$ cat src/rtl/cla_pkg.sv
// Shared constants and types for the carry-look-ahead adder slice.
package cla_pkg;

    localparam int unsigned BLOCK_W       = 4;
    localparam int unsigned DEFAULT_WIDTH = 32;

    typedef logic [DEFAULT_WIDTH-1:0] word_t;

    // Group generate / propagate exported by one lookahead block
    typedef struct packed {
        logic g;
        logic p;
    } gp_t;

endpackage : cla_pkg

$ cat src/rtl/cla_adder_32_if.sv
// Operand / result bundle for cla_adder_32.
// Optional feature macro: CLA_ADDER_OVF_EN adds the signed-overflow flag.
interface cla_adder_32_if
    import cla_pkg::*;
#(
    parameter int unsigned WIDTH = DEFAULT_WIDTH
);

    logic [WIDTH-1:0] a;
    logic [WIDTH-1:0] b;
    logic             cin;
    logic [WIDTH-1:0] sum;
    logic             cout;
`ifdef CLA_ADDER_OVF_EN
    logic             ovf;

    modport master (output a, output b, output cin, input sum, input cout, input ovf);
    modport slave  (input a, input b, input cin, output sum, output cout, output ovf);
`else
    modport master (output a, output b, output cin, input sum, input cout);
    modport slave  (input a, input b, input cin, output sum, output cout);
`endif

endinterface : cla_adder_32_if

$ cat src/rtl/cla_block4.sv
// 4-bit carry-look-ahead block: local carries, sum bits and group G/P.
module cla_block4
    import cla_pkg::*;
(
    input  logic [BLOCK_W-1:0] a,
    input  logic [BLOCK_W-1:0] b,
    input  logic               ci,
    output logic [BLOCK_W-1:0] s,
    output gp_t                gp
);

    logic [BLOCK_W-1:0] g;
    logic [BLOCK_W-1:0] p;
    logic [BLOCK_W-1:0] c;

    // Bit and group generate/propagate; independent of the carry-in
    always_comb begin
        g    = a & b;
        p    = a ^ b;
        gp.g = g[3]
             | (p[3] & g[2])
             | (p[3] & p[2] & g[1])
             | (p[3] & p[2] & p[1] & g[0]);
        gp.p = &p;
    end

    // Flattened internal carries and sum bits
    always_comb begin
        c[0] = ci;
        c[1] = g[0] | (p[0] & ci);
        c[2] = g[1] | (p[1] & g[0]) | (p[1] & p[0] & ci);
        c[3] = g[2] | (p[2] & g[1]) | (p[2] & p[1] & g[0]) | (p[2] & p[1] & p[0] & ci);
        s    = p ^ c;
    end

endmodule : cla_block4

$ cat src/rtl/cla_adder_32.sv
// Registered two-level carry-look-ahead adder: {cout, sum} <= a + b + cin.
// Optional feature macro: CLA_ADDER_OVF_EN adds a registered signed-overflow flag.
module cla_adder_32
    import cla_pkg::*;
#(
    parameter int unsigned WIDTH = DEFAULT_WIDTH
)(
    input  logic           clk,
    input  logic           rst_n,
    cla_adder_32_if.slave  bus
);

    localparam int unsigned NBLK = WIDTH / BLOCK_W;

    gp_t              gp [NBLK];
    logic [NBLK:0]    bc;
    logic [WIDTH-1:0] sum_next;

    // One lookahead block per nibble
    for (genvar k = 0; k < NBLK; k++) begin : g_blk
        cla_block4 u_blk (
            .a  (bus.a[k*BLOCK_W +: BLOCK_W]),
            .b  (bus.b[k*BLOCK_W +: BLOCK_W]),
            .ci (bc[k]),
            .s  (sum_next[k*BLOCK_W +: BLOCK_W]),
            .gp (gp[k])
        );
    end

    // Group lookahead: every block carry-in as a flat sum of products from cin
    always_comb begin
        logic c_acc;
        logic p_run;
        bc    = '0;
        c_acc = 1'b0;
        p_run = 1'b1;
        bc[0] = bus.cin;
        for (int k = 1; k <= int'(NBLK); k++) begin
            c_acc = 1'b0;
            for (int j = 0; j < k; j++) begin
                p_run = 1'b1;
                for (int m = j + 1; m < k; m++) begin
                    p_run = p_run & gp[m].p;
                end
                c_acc = c_acc | (gp[j].g & p_run);
            end
            p_run = 1'b1;
            for (int m = 0; m < k; m++) begin
                p_run = p_run & gp[m].p;
            end
            bc[k] = c_acc | (bus.cin & p_run);
        end
    end

`ifdef CLA_ADDER_OVF_EN
    logic ovf_next;

    // Like-signed operands producing an opposite-signed result
    always_comb begin
        ovf_next = (bus.a[WIDTH-1] == bus.b[WIDTH-1]) & (sum_next[WIDTH-1] != bus.a[WIDTH-1]);
    end

    // Overflow flag register, aligned with sum
    always_ff @(posedge clk or negedge rst_n) begin
        if (!rst_n) begin
            bus.ovf <= 1'b0;
        end else begin
            bus.ovf <= ovf_next;
        end
    end
`endif

    // Result registers; reset clears them immediately
    always_ff @(posedge clk or negedge rst_n) begin
        if (!rst_n) begin
            bus.sum  <= '0;
            bus.cout <= 1'b0;
        end else begin
            bus.sum  <= sum_next;
            bus.cout <= bc[NBLK];
        end
    end

endmodule : cla_adder_32

$ cat src/flat_wrapper.sv
// flat-port wrapper written by rule: the top's interface ports become plain ports
module cla_adder_32_flat import cla_pkg::*;
#(
    parameter int unsigned WIDTH = DEFAULT_WIDTH
)
  (clk, rst_n, bus_a, bus_b, bus_cin, bus_sum, bus_cout);
  cla_adder_32_if #(.WIDTH(WIDTH)) bus_i ();
  input  logic clk;
  input  logic rst_n;
  input wire logic [$bits(bus_i.a)-1:0] bus_a;
  input wire logic [$bits(bus_i.b)-1:0] bus_b;
  input wire logic [$bits(bus_i.cin)-1:0] bus_cin;
  output wire logic [$bits(bus_i.sum)-1:0] bus_sum;
  output wire logic [$bits(bus_i.cout)-1:0] bus_cout;
  assign bus_i.a = bus_a;
  assign bus_i.b = bus_b;
  assign bus_i.cin = bus_cin;
  assign bus_sum = bus_i.sum;
  assign bus_cout = bus_i.cout;
  cla_adder_32 #(.WIDTH(WIDTH)) u_core (.clk(clk), .rst_n(rst_n), .bus(bus_i));
endmodule
$ cat config.mk
export PLATFORM = sky130hd
export DESIGN_NAME = cla_adder_32_flat
export DESIGN_NICKNAME = d
export VERILOG_FILES = /design/src/rtl/cla_pkg.sv /design/src/rtl/cla_adder_32_if.sv /design/src/rtl/cla_block4.sv /design/src/rtl/cla_adder_32.sv /design/src/flat_wrapper.sv
export SDC_FILE = /design/constraint.sdc
export NUM_CORES = 1
export LEC_CHECK = 0
export BUFFER_PORTS_ARGS = -buffer_cell sky130_fd_sc_hd__buf_2
export CORE_MARGIN = 3
export CORE_UTILIZATION = 44
export DETAILED_ROUTE_END_ITERATION = 16
export GPL_TIMING_DRIVEN = 0
export PLACE_DENSITY_LB_ADDON = 0.3
export SLEW_MARGIN = 20
export SYNTH_ARGS = -nofsm -noshare
export SYNTH_HDL_FRONTEND = slang
export SYNTH_HIERARCHICAL = 1
export SYNTH_SLANG_ARGS = --single-unit
export TNS_END_PERCENT = 30
$ cat constraint.sdc
create_clock -name clk -period 0.8 [get_ports clk]
set_input_delay 0.12 -clock clk [delete_from_list [all_inputs] [get_ports clk]]
set_output_delay 0.12 -clock clk [all_outputs]
set_load 0.02 [all_outputs]
Word-level counts from Yosys, hierarchy flattened
Cells that the tools add are included.

Reduce and logical (&&, ||, !) cells: 8. Bitwise operators: 308.

Operators with widths (number): 1-bit AND (176); 1-bit OR (108); 4-bit bitwise XOR (16); 4-bit AND (8); 4-bit AND reduction (8).

Flip-flop bits (word level): 33. Output and inout port bits: 33. Logic and storage cells: 318.

Longest topological paths before layout
Gate-level depths: netlist of run 1.

Depth after elaboration: 18. Depth in mapped cells: 11. Gate-level depth less buffers: 11.

Hierarchy
Netlist of run 1, hierarchy kept.

Modules (own cells, without submodules): cla_block4 (times used 8, cells each 22, area an instance 182.7 µm², sequential area each 0.0 µm²); cla_adder_32 (times used 1, cells each 47, area an instance 935.9 µm², sequential area each 825.8 µm²).

Least setup slack after synthesis of run 1
OpenSTA, ideal clock, no wires.

Path type: input to register. From: input port bus_a[2]. To: register u_core.bus.sum[28]. Data arrival time: 2.276 ns. Setup slack: -1.540 ns. Cell stages on the path: 11. Setup time: 0.064 ns. Buffers on the path: 0. Path through: ha_1 -> a21oi_1 -> nand2_1 -> a21o_1 -> a211oi_2 -> o21bai_2 -> o41a_1 -> a21o_1 -> inv_1 -> fa_1 -> inv_1.

RTL lines: start: declaration (line flat_wrapper.sv:10) `input wire logic [$bits(bus_i.a)-1:0] bus_a;`; end signal: assignment (line cla_adder_32.sv:79) `bus.sum <= sum_next;`; end: declaration (line cla_adder_32_if.sv:21) `modport slave (input a, input b, input cin, output sum, output cout);`.

==> results.md, run 1 <==
- Cell Area, Synth: 2397 µm²
- Placer Congestion: approximately 0.78
- Syn. warnings: 6
- Post-synth net total: 338
- Starting Density: a little under half
- Pleak: 1.825 nW
- Max frequency: 477.9 MHz
- Clock Path Buffers: 2
- Die H: 79.82 µm
- Rows: 26
- Status: complete, but fails checks
- Min cycle time layout: roughly 2.1 ns
- Post-layout power: 0.006239 W
- Register area share after synthesis: 34.45%
- Core Area: 5172 µm²
- Inst Count DP: between 300 and 400
- Area grow syn2layout: 39.72%
- Worst vdd ir: between 0.0009 and 0.001 V
- CTS root buf: clkbuf_8
- Top cells by area, synth: dfrtp_1 (34%), ha_1 (21%), a21o_1 (6.9%)
- Data arrival, critical path: 2.32 ns
- Critical path capture point type: register
- Top-area cell type share of the netlist area: 34.45%
- Die X: 79.82 µm
- Largest delay contributor family on the critical path: compound AO/OA/AOI/OAI gates
- Port Buffer Count: 99
- CTS buffer count: 5
- CP Cell Sequence: buf_6, ha_4, a21oi_2, nand2_1, a21o_1, a211oi_2, o21bai_2, o41a_1, a21o_1, inv_2, fa_2, inv_2
- FILL cells: 420
- CTS clk-pin slew, worst paths: 0.07 ns
- DIE AREA: 6370 µm²
- Critical path class: primary input to register
- Wirelength per Cell: 12.77 µm
- Final setup margin: -1.293 ns
- Final Max Slew Viols: 0
- Drt via density: 4.892
- Layout cells sized above 1: 46.31%
- Worst min-delay path category: primary input to asynchronous set/reset pin
- Seq cells post-synth: 33
- Final setup fails: 62
- Clk sinks: 33
- Asr flop ratio synth: 100.0%
- Violated checks: negative hold slack, negative setup slack
- ANT cells: 0
- Total Nets Final: 453
- Cell depth of the worst setup path: 12
- Total of max-cap violations: 0
- IO Count: 100
- Synth area leader: dfrtp_1
- Largest net degree at the start of global routing: 34
- Residual DRC count: 0
- Syn Area/Cell: 10.75 µm²
- Top-count cell post-synth: ha_1
- Post-Route WL: 5222 µm
- CP startpoint kind: primary input
- Number of DRC violations after detailed-routing iteration 0: 39
- Post-synth EDFFs: 0
- Synth cell count leaders: ha_1 (40), dfrtp_1 (33), inv_1 (32)
- Gr usage total: 17.68%
- Cell Pwr Density: 1863 nW/µm²
- CTS tree: done
- Vias: between 2000 and 2500
- Vias in the first global route: 2043
- Crit path buffers/inverters: 3
- First-pass GRT wire length: approximately 8800 µm
- CP max FO: 5
- CP required: 1.03 ns
- Slew @ Worst Pin: 0.7508 ns
- Post-Syn Instances: about 220
- H-tree Lvls: 2
- Fin cells: between 400 and 500
- WHS: -0.1007 ns
- CP max-delay cell: fa_2
- ANT nets after route: 0
- Initial antenna violation count: 0
- GRT overflow: 0
- Crit-path max cell delay: around 0.43 ns
- Fin crit share: 261.6%
- Final HPWL DP: 4144 µm
- Fin. Hold Viols: 33
- Slew margin rel.: 49.95%
- RSZ-0062 raised after global routing: yes
- Cell variety after synth: 19
- First drt pass iteration count: 4
- Top FF cell, synth: dfrtp_1
-- where the power goes --
group	leakage (nW)	internal [W]	switching [W]
combinational	1.38	0.00110	0.00140
clock	0.0585	0.00102	0.000607
sequential	0.385	0.00202	0.0000939
total	1.82	0.00414	0.00210
-- stage by stage --
step | hold WS, ns | setup TNS [ns] | instance area (µm²) | worst slack (ns) | utilization (%)
floorplan | -0.1756 | -28.02 | 2466 | -1.413 | -
global placement | 0.2345 | -36.93 | 3049 | -1.748 | 58.95
detailed placement | 0.2428 | -37.95 | 3049 | -1.786 | 58.95
CTS | -0.06821 | -31.98 | 3284 | -1.297 | 63.50
global route | -0.04084 | -35.10 | 3349 | -1.375 | 64.76
finish | -0.1007 | -31.39 | 3349 | -1.293 | 64.76
-- final cells by class --
cell class,instances,area [µm²],share of cell area [%]
multi-input cells,158,1562,46.62
flip-flops and latches,33,825.8,24.65
repair buffers,108,633.1,18.90
inverters,32,125.1,3.736
well taps,70,87.58,2.615
clock buffers,7,86.33,2.578
clock inverters,1,30.03,0.8965
-- kinds of logic after synthesis --
| kind of cell | share of synthesized area, % |
|---|---|
| adder cells (fa/ha/maj) | 27.56 |
| buffers and inverters | 5.011 |
| AO/OA/AOI/OAI | 14.04 |
| flip-flops | 34.45 |
| XOR/XNOR | 8.768 |
| AND/OR/NAND/NOR | 10.18 |
-- flip-flops by register name, summed over array words and instances (netlist names) --
register         flops
u_core/bus.cout      1
u_core/bus.sum      32
-- worst max-delay path by stage --
stage	start	to	slack, ns
after floorplan	bus_a[2]	u_core/bus.sum[28]	-1.41
after global placement	bus_a[2]	u_core/bus.sum[28]	-1.75
after detailed placement	bus_a[2]	u_core/bus.sum[28]	-1.79
after CTS	bus_b[2]	u_core/bus.sum[28]	-1.30
after global routing	bus_a[6]	u_core/bus.sum[20]	-1.38
final	bus_a[6]	u_core/bus.sum[28]	-1.29
-- per-layer routing --
| metal | track usage [%] | up-vias | part of all wire [%] |
|---|---|---|---|
| li1 | - | 1002 | - |
| met1 | 19.76 | 931 | 40 |
| met2 | 31.30 | 62 | 50 |
| met3 | 5.530 | 6 | 8.7 |
| met4 | 6.588 | 0 | 1.5 |
| met5 | 0 | - | 0 |
-- layout by cell type (no fill, tap or decap), drive strengths merged, types with 7 or more instances in the layout --
master / synthesis / final
nand2: 9 / 9
clkbuf: 0 / 7
dfrtp: 33 / 33
ha: 40 / 40
and4: 8 / 8
buf: 0 / 108
xor2: 8 / 8
inv: 32 / 32
nand3: 16 / 16
fa: 8 / 8
nand4: 8 / 8
xnor2: 16 / 16
a21o: 22 / 22
a21oi: 17 / 17
-- what timing repair did --
action                                  in CTS  in global routing
pin swaps                                   34                 14
endpoints found under the hold margin       33                 33
buffers inserted                             8                  1
gates resized for setup                     16                 19
endpoints found under the setup margin      62                 64
(Power assumes the default switching activity.)
==> inputs of run 2 (changes only) <==
==> constraint.sdc (replaced) <==
create_clock -name clk -period 2 [get_ports clk]
set_input_delay 0.3 -clock clk [delete_from_list [all_inputs] [get_ports clk]]
set_output_delay 0.3 -clock clk [all_outputs]
set_load 0.02 [all_outputs]
==> run 2 against run 1 <==
Compared with the run above:
- the run ends with negative setup slack left
- routed wire length shrank 3.3%
- flip-flop and latch count is the same
- final area shrank 2.1%
==> results.md, run 2 (synthesized netlist as in run 1, its figures left out) <==
- Placer Congestion: approximately 0.78
- Post-Route WL: 5051 µm
- Commonest non-fill, non-tap cell in the layout: buf_2
- CTS root buf: clkbuf_8
- Final setup fails: 11
- Rows: 26
- Critical path capture point type: register
- Slew @ Worst Pin: 0.7405 ns
- CP startpoint kind: primary input
- Cell Pwr Density: 718.6 nW/µm²
- Max reg flops: 32
- Cts hold-fix bufs: 0
- Total of max-cap violations: 0
- Final Max Slew Viols: 0
- Largest delay contributor family on the critical path: compound AO/OA/AOI/OAI gates
- Pre-CTS setup slack: -0.7390 ns
- Residual DRC count: 0
- Most Frequent Cell on Critical Path: a21o_1
- Clock Path Buffers: 2
- Crit path buffers/inverters: 3
- Total Nets Final: 453
- CP max-delay cell: fa_2
- Die H: 79.82 µm
- First-pass GRT wire length: 8300 µm
- Layout cells sized above 1: 45.43%
- RSZ-0062 raised after global routing: yes
- Core Area: 5172 µm²
- Status: complete, but fails checks
- Worst min-delay path category: primary input to asynchronous set/reset pin
- CP Cell Sequence: buf_2, ha_4, a21oi_4, nand2_1, a21o_1, a211oi_2, o21bai_2, o41a_1, a21o_1, inv_2, fa_2, inv_1
- Pleak: 1.804 nW
- Clk sinks: 33
- Setup_tns: -1.319 ns
- CTS clk-pin slew, worst paths: roughly 0.070 ns
- First drt pass iteration count: 4
- IO Count: 100
- Area grow syn2layout: 36.80%
- Final setup margin: -0.2744 ns
- Most frequent cells in the layout: buf_2 (96), dfrtp_1 (33), ha_1 (32), inv_1 (28), a21o_1 (22)
- Vias: around 2000
- Number of DRC violations after detailed-routing iteration 0: 39
- CTS tree: done
- Biggest regs: u_core/bus.sum x32, u_core/bus.cout x1
- Wirelength per Cell: roughly 12 µm
- Drt via density: 4.892
- CP max FO: 4
- Critical path class: primary input to register
- Largest net degree at the start of global routing: 34
- Gr usage total: ~16%
- Slew margin rel.: 50.63%
- Initial antenna violation count: 0
- Final HPWL DP: 4031 µm
- Min cycle time layout: 2.274 ns
- Starting Density: 46.35%
- Final Util: 63.40%
- H-tree Lvls: 2
- ANT nets after route: 0
- Fin. Hold Viols: 0
- GRT overflow: 0
- DIE AREA: 6370 µm²
- Data arrival, critical path: 2.50 ns
- Vias in the first global route: 1958
- Worst vdd ir: 0.0003815 V
- Crit-path max cell delay: 0.41 ns
- Max frequency: 439.7 MHz
- Biggest register: u_core/bus.sum
- Fin crit share: 113.7%
- Violated checks: negative setup slack
- CP required: 2.22 ns
- CTS buffer count: 5
- Die X: 79.82 µm
- Port Buffer Count: 99
- ANT cells: 0
- FILL cells: 457
[run 2: cell types whose count changed in the layout (fill, tap and decap cells not counted), sizes merged]
cell	before	now
bufinv	1	0
clkinv	0	1
[run 2: timing repair]
| item | CTS | global route |
|---|---|---|
| setup endpoints to repair | 14 | 18 |
| resized for setup | 2 | 19 |
| pin swaps | 13 | 8 |
| buffers inserted | 4 | 5 |
[run 2: routing by layer]
metal / up-vias / part of all wire (%) / track usage, %
met4: 0 / 1.3 / 4.054
met2: 66 / 51 / 29.38
met3: 6 / 10 / 5.869
met1: 927 / 38 / 18.45
li1: 1002 / - / -
met5: - / 0 / 0
[run 2: final timing paths]
kind	from	to	slack, ns	cells after the start
max	bus_b[6]	u_core/bus.sum[28]	-0.27	12
min	rst_n	u_core/bus.sum[11]	0.08	1
max in group asynchronous	rst_n	u_core/bus.sum[24]	1.44	1
min in group clk	bus_b[11]	u_core/bus.sum[11]	0.36	3
[run 2: layout make-up]
class	instances	area, µm²	area share, %
clock buffers	7	96.34	2.938
clock inverters	1	5.005	0.1526
inverters	32	122.6	3.739
multi-input cells	158	1556	47.46
flip-flops and latches	33	825.8	25.18
well taps	70	87.58	2.671
repair buffers	108	585.6	17.86
[run 2: metrics by stage]
step / instance area (µm²) / hold slack (ns) / std cells / power (W)
finish: 3279 / 0.07694 / 409 / 0.002357
global route: 3279 / 0.1330 / 409 / 0.002525
CTS: 3182 / 0.09853 / 404 / 0.002343
detailed placement: 3042 / 0.4088 / 392 / 0.001766
global placement: 3042 / 0.4039 / 392 / 0.001747
floorplan: 2459 / 0.004409 / 223 / 0.001452
[run 2: power breakdown]
| part | switching, W | total [W] | internal, W |
|---|---|---|---|
| clock | 0.000240 | 0.000551 | 0.000311 |
| combinational | 0.000549 | 0.000962 | 0.000413 |
| sequential | 0.0000345 | 0.000843 | 0.000809 |
| total | 0.000824 | 0.00236 | 0.00153 |
==> inputs of run 3 (changes only) <==
--- a/config.mk
+++ b/config.mk
@@ -14,6 +14,5 @@
 export SLEW_MARGIN = 20
 export SYNTH_ARGS = -nofsm -noshare
 export SYNTH_HDL_FRONTEND = slang
-export SYNTH_HIERARCHICAL = 1
 export SYNTH_SLANG_ARGS = --single-unit
 export TNS_END_PERCENT = 30
==> run 3 against run 2 <==
Compared with the run above:
- the run still ends with negative setup slack left
- synthesized cell count decreased by 15%
- flip-flop and latch count unchanged
- utilization increased by 5.9 points
- routed wire length increased by 2.3%
- clock power decreased by 14%
- hold slack got worse by 0.0088 ns
- final area decreased by 3.5%
- via count decreased by 8.4%
- largest power group unchanged
==> results.md, run 3 <==
- Crit path buffers/inverters: 1
- Placer Congestion: 0.7654
- Final setup margin: -0.2529 ns
- Status: complete, but fails checks
- First drt pass iteration count: 4
- Post-layout power: 0.002265 W
- Data arrival, critical path: 2.42 ns
- Post-Syn Instances: 190
- Top FF cell, synth: dfrtp_1
- Pre-CTS setup slack: -0.6969 ns
- Commonest non-fill, non-tap cell in the layout: buf_2
- RSZ-0062 raised after global routing: yes
- Number of DRC violations after detailed-routing iteration 0: 18
- Slew margin rel.: a little over half
- Asr flop ratio synth: 100.0%
- Synth cell count leaders: dfrtp_1 (33), ha_1 (32), a21oi_1 (17)
- CTS root buf: clkbuf_8
- Fin. Hold Viols: 0
- Max frequency: 443.9 MHz
- Largest net degree at the start of global routing: 34
- ANT nets after route: 0
- Initial antenna violation count: 0
- CP max-delay cell: fa_2
- Total of max-cap violations: 0
- Most frequent cells in the layout: buf_2 (94), dfrtp_1 (33), ha_4 (17), a21oi_1 (14), ha_1 (14)
- Fin cells: 367
- Beginning of the critical path: bus_b[15]
- Total Nets Final: 408
- Core Area: about 4600 µm²
- GRT overflow: 0
- Post-synth EDFFs: 0
- Syn Area/Cell: 11.39 µm²
- Slew @ Worst Pin: 0.7148 ns
- Critical path class: primary input to register
- Post-Route WL: ~5200 µm
- Final setup fails: 8
- Wirelength per Cell: around 14 µm
- Top-area cell type share of the netlist area: 38.15%
- CTS buffer count: 5
- Cell variety after synth: 39
- Inst Count DP: between 300 and 400
- Worst min-delay path category: primary input to asynchronous set/reset pin
- Max reg flops: 32
- DIE AREA: 5797 µm²
- Drt via density: 4.995
- Synth area leader: dfrtp_1
- H-tree Lvls: 2
- Syn. warnings: 0
- CTS tree: done
- Register area share after synthesis: 38.15%
- Final HPWL DP: between 4000 and 5000 µm
- Area grow syn2layout: 46.18%
- Gr usage total: around 18%
- Biggest register: u_core.bus.sum
- Seq cells post-synth: 33
- Final Util: ~69%
- Rows: 24
- CP Cell Sequence: buf_2, ha_4, a21oi_1, o21a_1, nor2_2, o32ai_2, a21bo_4, a41o_1, a21o_1, fa_2, xor2_1
- Min cycle time layout: about 2.3 ns
- Clk sinks: 33
- ANT cells: 0
- Final Cell Area: 3164 µm²
- Critical path capture point type: register
- Post-synth net total: 297
- Top-count cell post-synth: dfrtp_1
- Cts hold-fix bufs: 0
- Vias: between 1500 and 2000
- Starting Density: 47.42%
- Largest delay contributor family on the critical path: compound AO/OA/AOI/OAI gates
- Layout cells sized above 1: 49.34%
- Final Max Slew Viols: 0
- Cell Pwr Density: 715.7 nW/µm²
- Clock Path Buffers: 2
- CP startpoint kind: primary input
- CTS clk-pin slew, worst paths: 0.07 ns
- Die H: 76.14 µm
- Top cells by area, synth: dfrtp_1 (38%), ha_1 (18%), fa_1 (7.4%)
- Violated checks: negative setup slack
- CP max FO: 4
- Residual DRC count: 0
- IO Count: 100
- Placed Instance Area: 2858 µm²
- Worst vdd ir: roughly 0.00030 V
- Crit-path max cell delay: 0.33 ns
- Port Buffer Count: 99
- Vias in the first global route: just under 2000
- Die X: 76.14 µm
- Fin crit share: 112.6%
- CP required: 2.17 ns
- FILL cells: approximately 370
- Biggest regs: u_core.bus.sum x32, u_core.bus.cout x1
- Cell Area, Synth: 2165 µm²
- First-pass GRT wire length: 8625 µm
- Pleak: 1.564 nW
run 3: cell types whose count changed after synthesis, sizes merged, moves of 4 or more:
cell | before | now
inv | 32 | 11
nand3 | 16 | 3
a21o | 22 | 12
ha | 40 | 32
and4 | 8 | 1
nand4 | 8 | 2
xnor2 | 16 | 11
and3 | 0 | 4
xor2 | 8 | 12
run 3: final timing paths:
check,end,cells after the start,slack (ns)
setup / recovery,u_core.bus.sum[29],11,-0.25
hold / removal,u_core.bus.sum[31],1,0.07
max in group asynchronous,u_core.bus.sum[21],1,1.47
min in group clk,u_core.bus.sum[8],2,0.31
run 3: routing by layer:
layer / global-route usage (%) / part of all wire (%)
met1: 21.04 / 39
met2: 32.27 / 53
met3: 5.556 / 6.5
met4: 4.710 / 1.0
met5: 0 / 0
run 3: stage by stage:
step | setup TNS (ns) | hold slack [ns]
floorplan | -1.755 | 0.004409
global placement | -6.873 | 0.3991
detailed placement | -8.001 | 0.4045
CTS | -1.182 | 0.09648
global route | -1.657 | 0.1323
finish | -0.8961 | 0.06815
run 3: repair_timing:
| item | in CTS | in global routing |
|---|---|---|
| pin swaps | 8 | 7 |
| setup endpoints to repair | 13 | 16 |
| hold endpoints to repair | 0 | 0 |
| resized for setup | 18 | 13 |
| cloned | 0 | 0 |
| setup buffers | 2 | 3 |
run 3: cell families after synthesis:
group                      count (synthesis)  synth area share (%)
buffers and inverters                     11                 1.908
and+or+nand+nor                           31                 7.688
xor gates and xnor gates                  23                 9.306
DFF                                       33                 38.15
AOI/OAI and AO/OA                         52                 17.05
adders and majority gates                 40                 25.90
run 3: final cells by class:
cell class	instances	area [µm²]	area share, %
tap	65	81.33	2.570
inverter	11	43.79	1.384
timing repair buffer	104	564.3	17.83
clock inverter	2	10.01	0.3163
multi-input combinational	146	1567	49.51
clock buffer	6	72.57	2.293
sequential	33	825.8	26.10
run 3: power by group:
part           internal (W)  switching, W  leakage [nW]  total (W)
Sequential         0.000807     0.0000357         0.385   0.000843
Clock              0.000241      0.000232        0.0450   0.000473
Combinational      0.000414      0.000534          1.13   0.000948
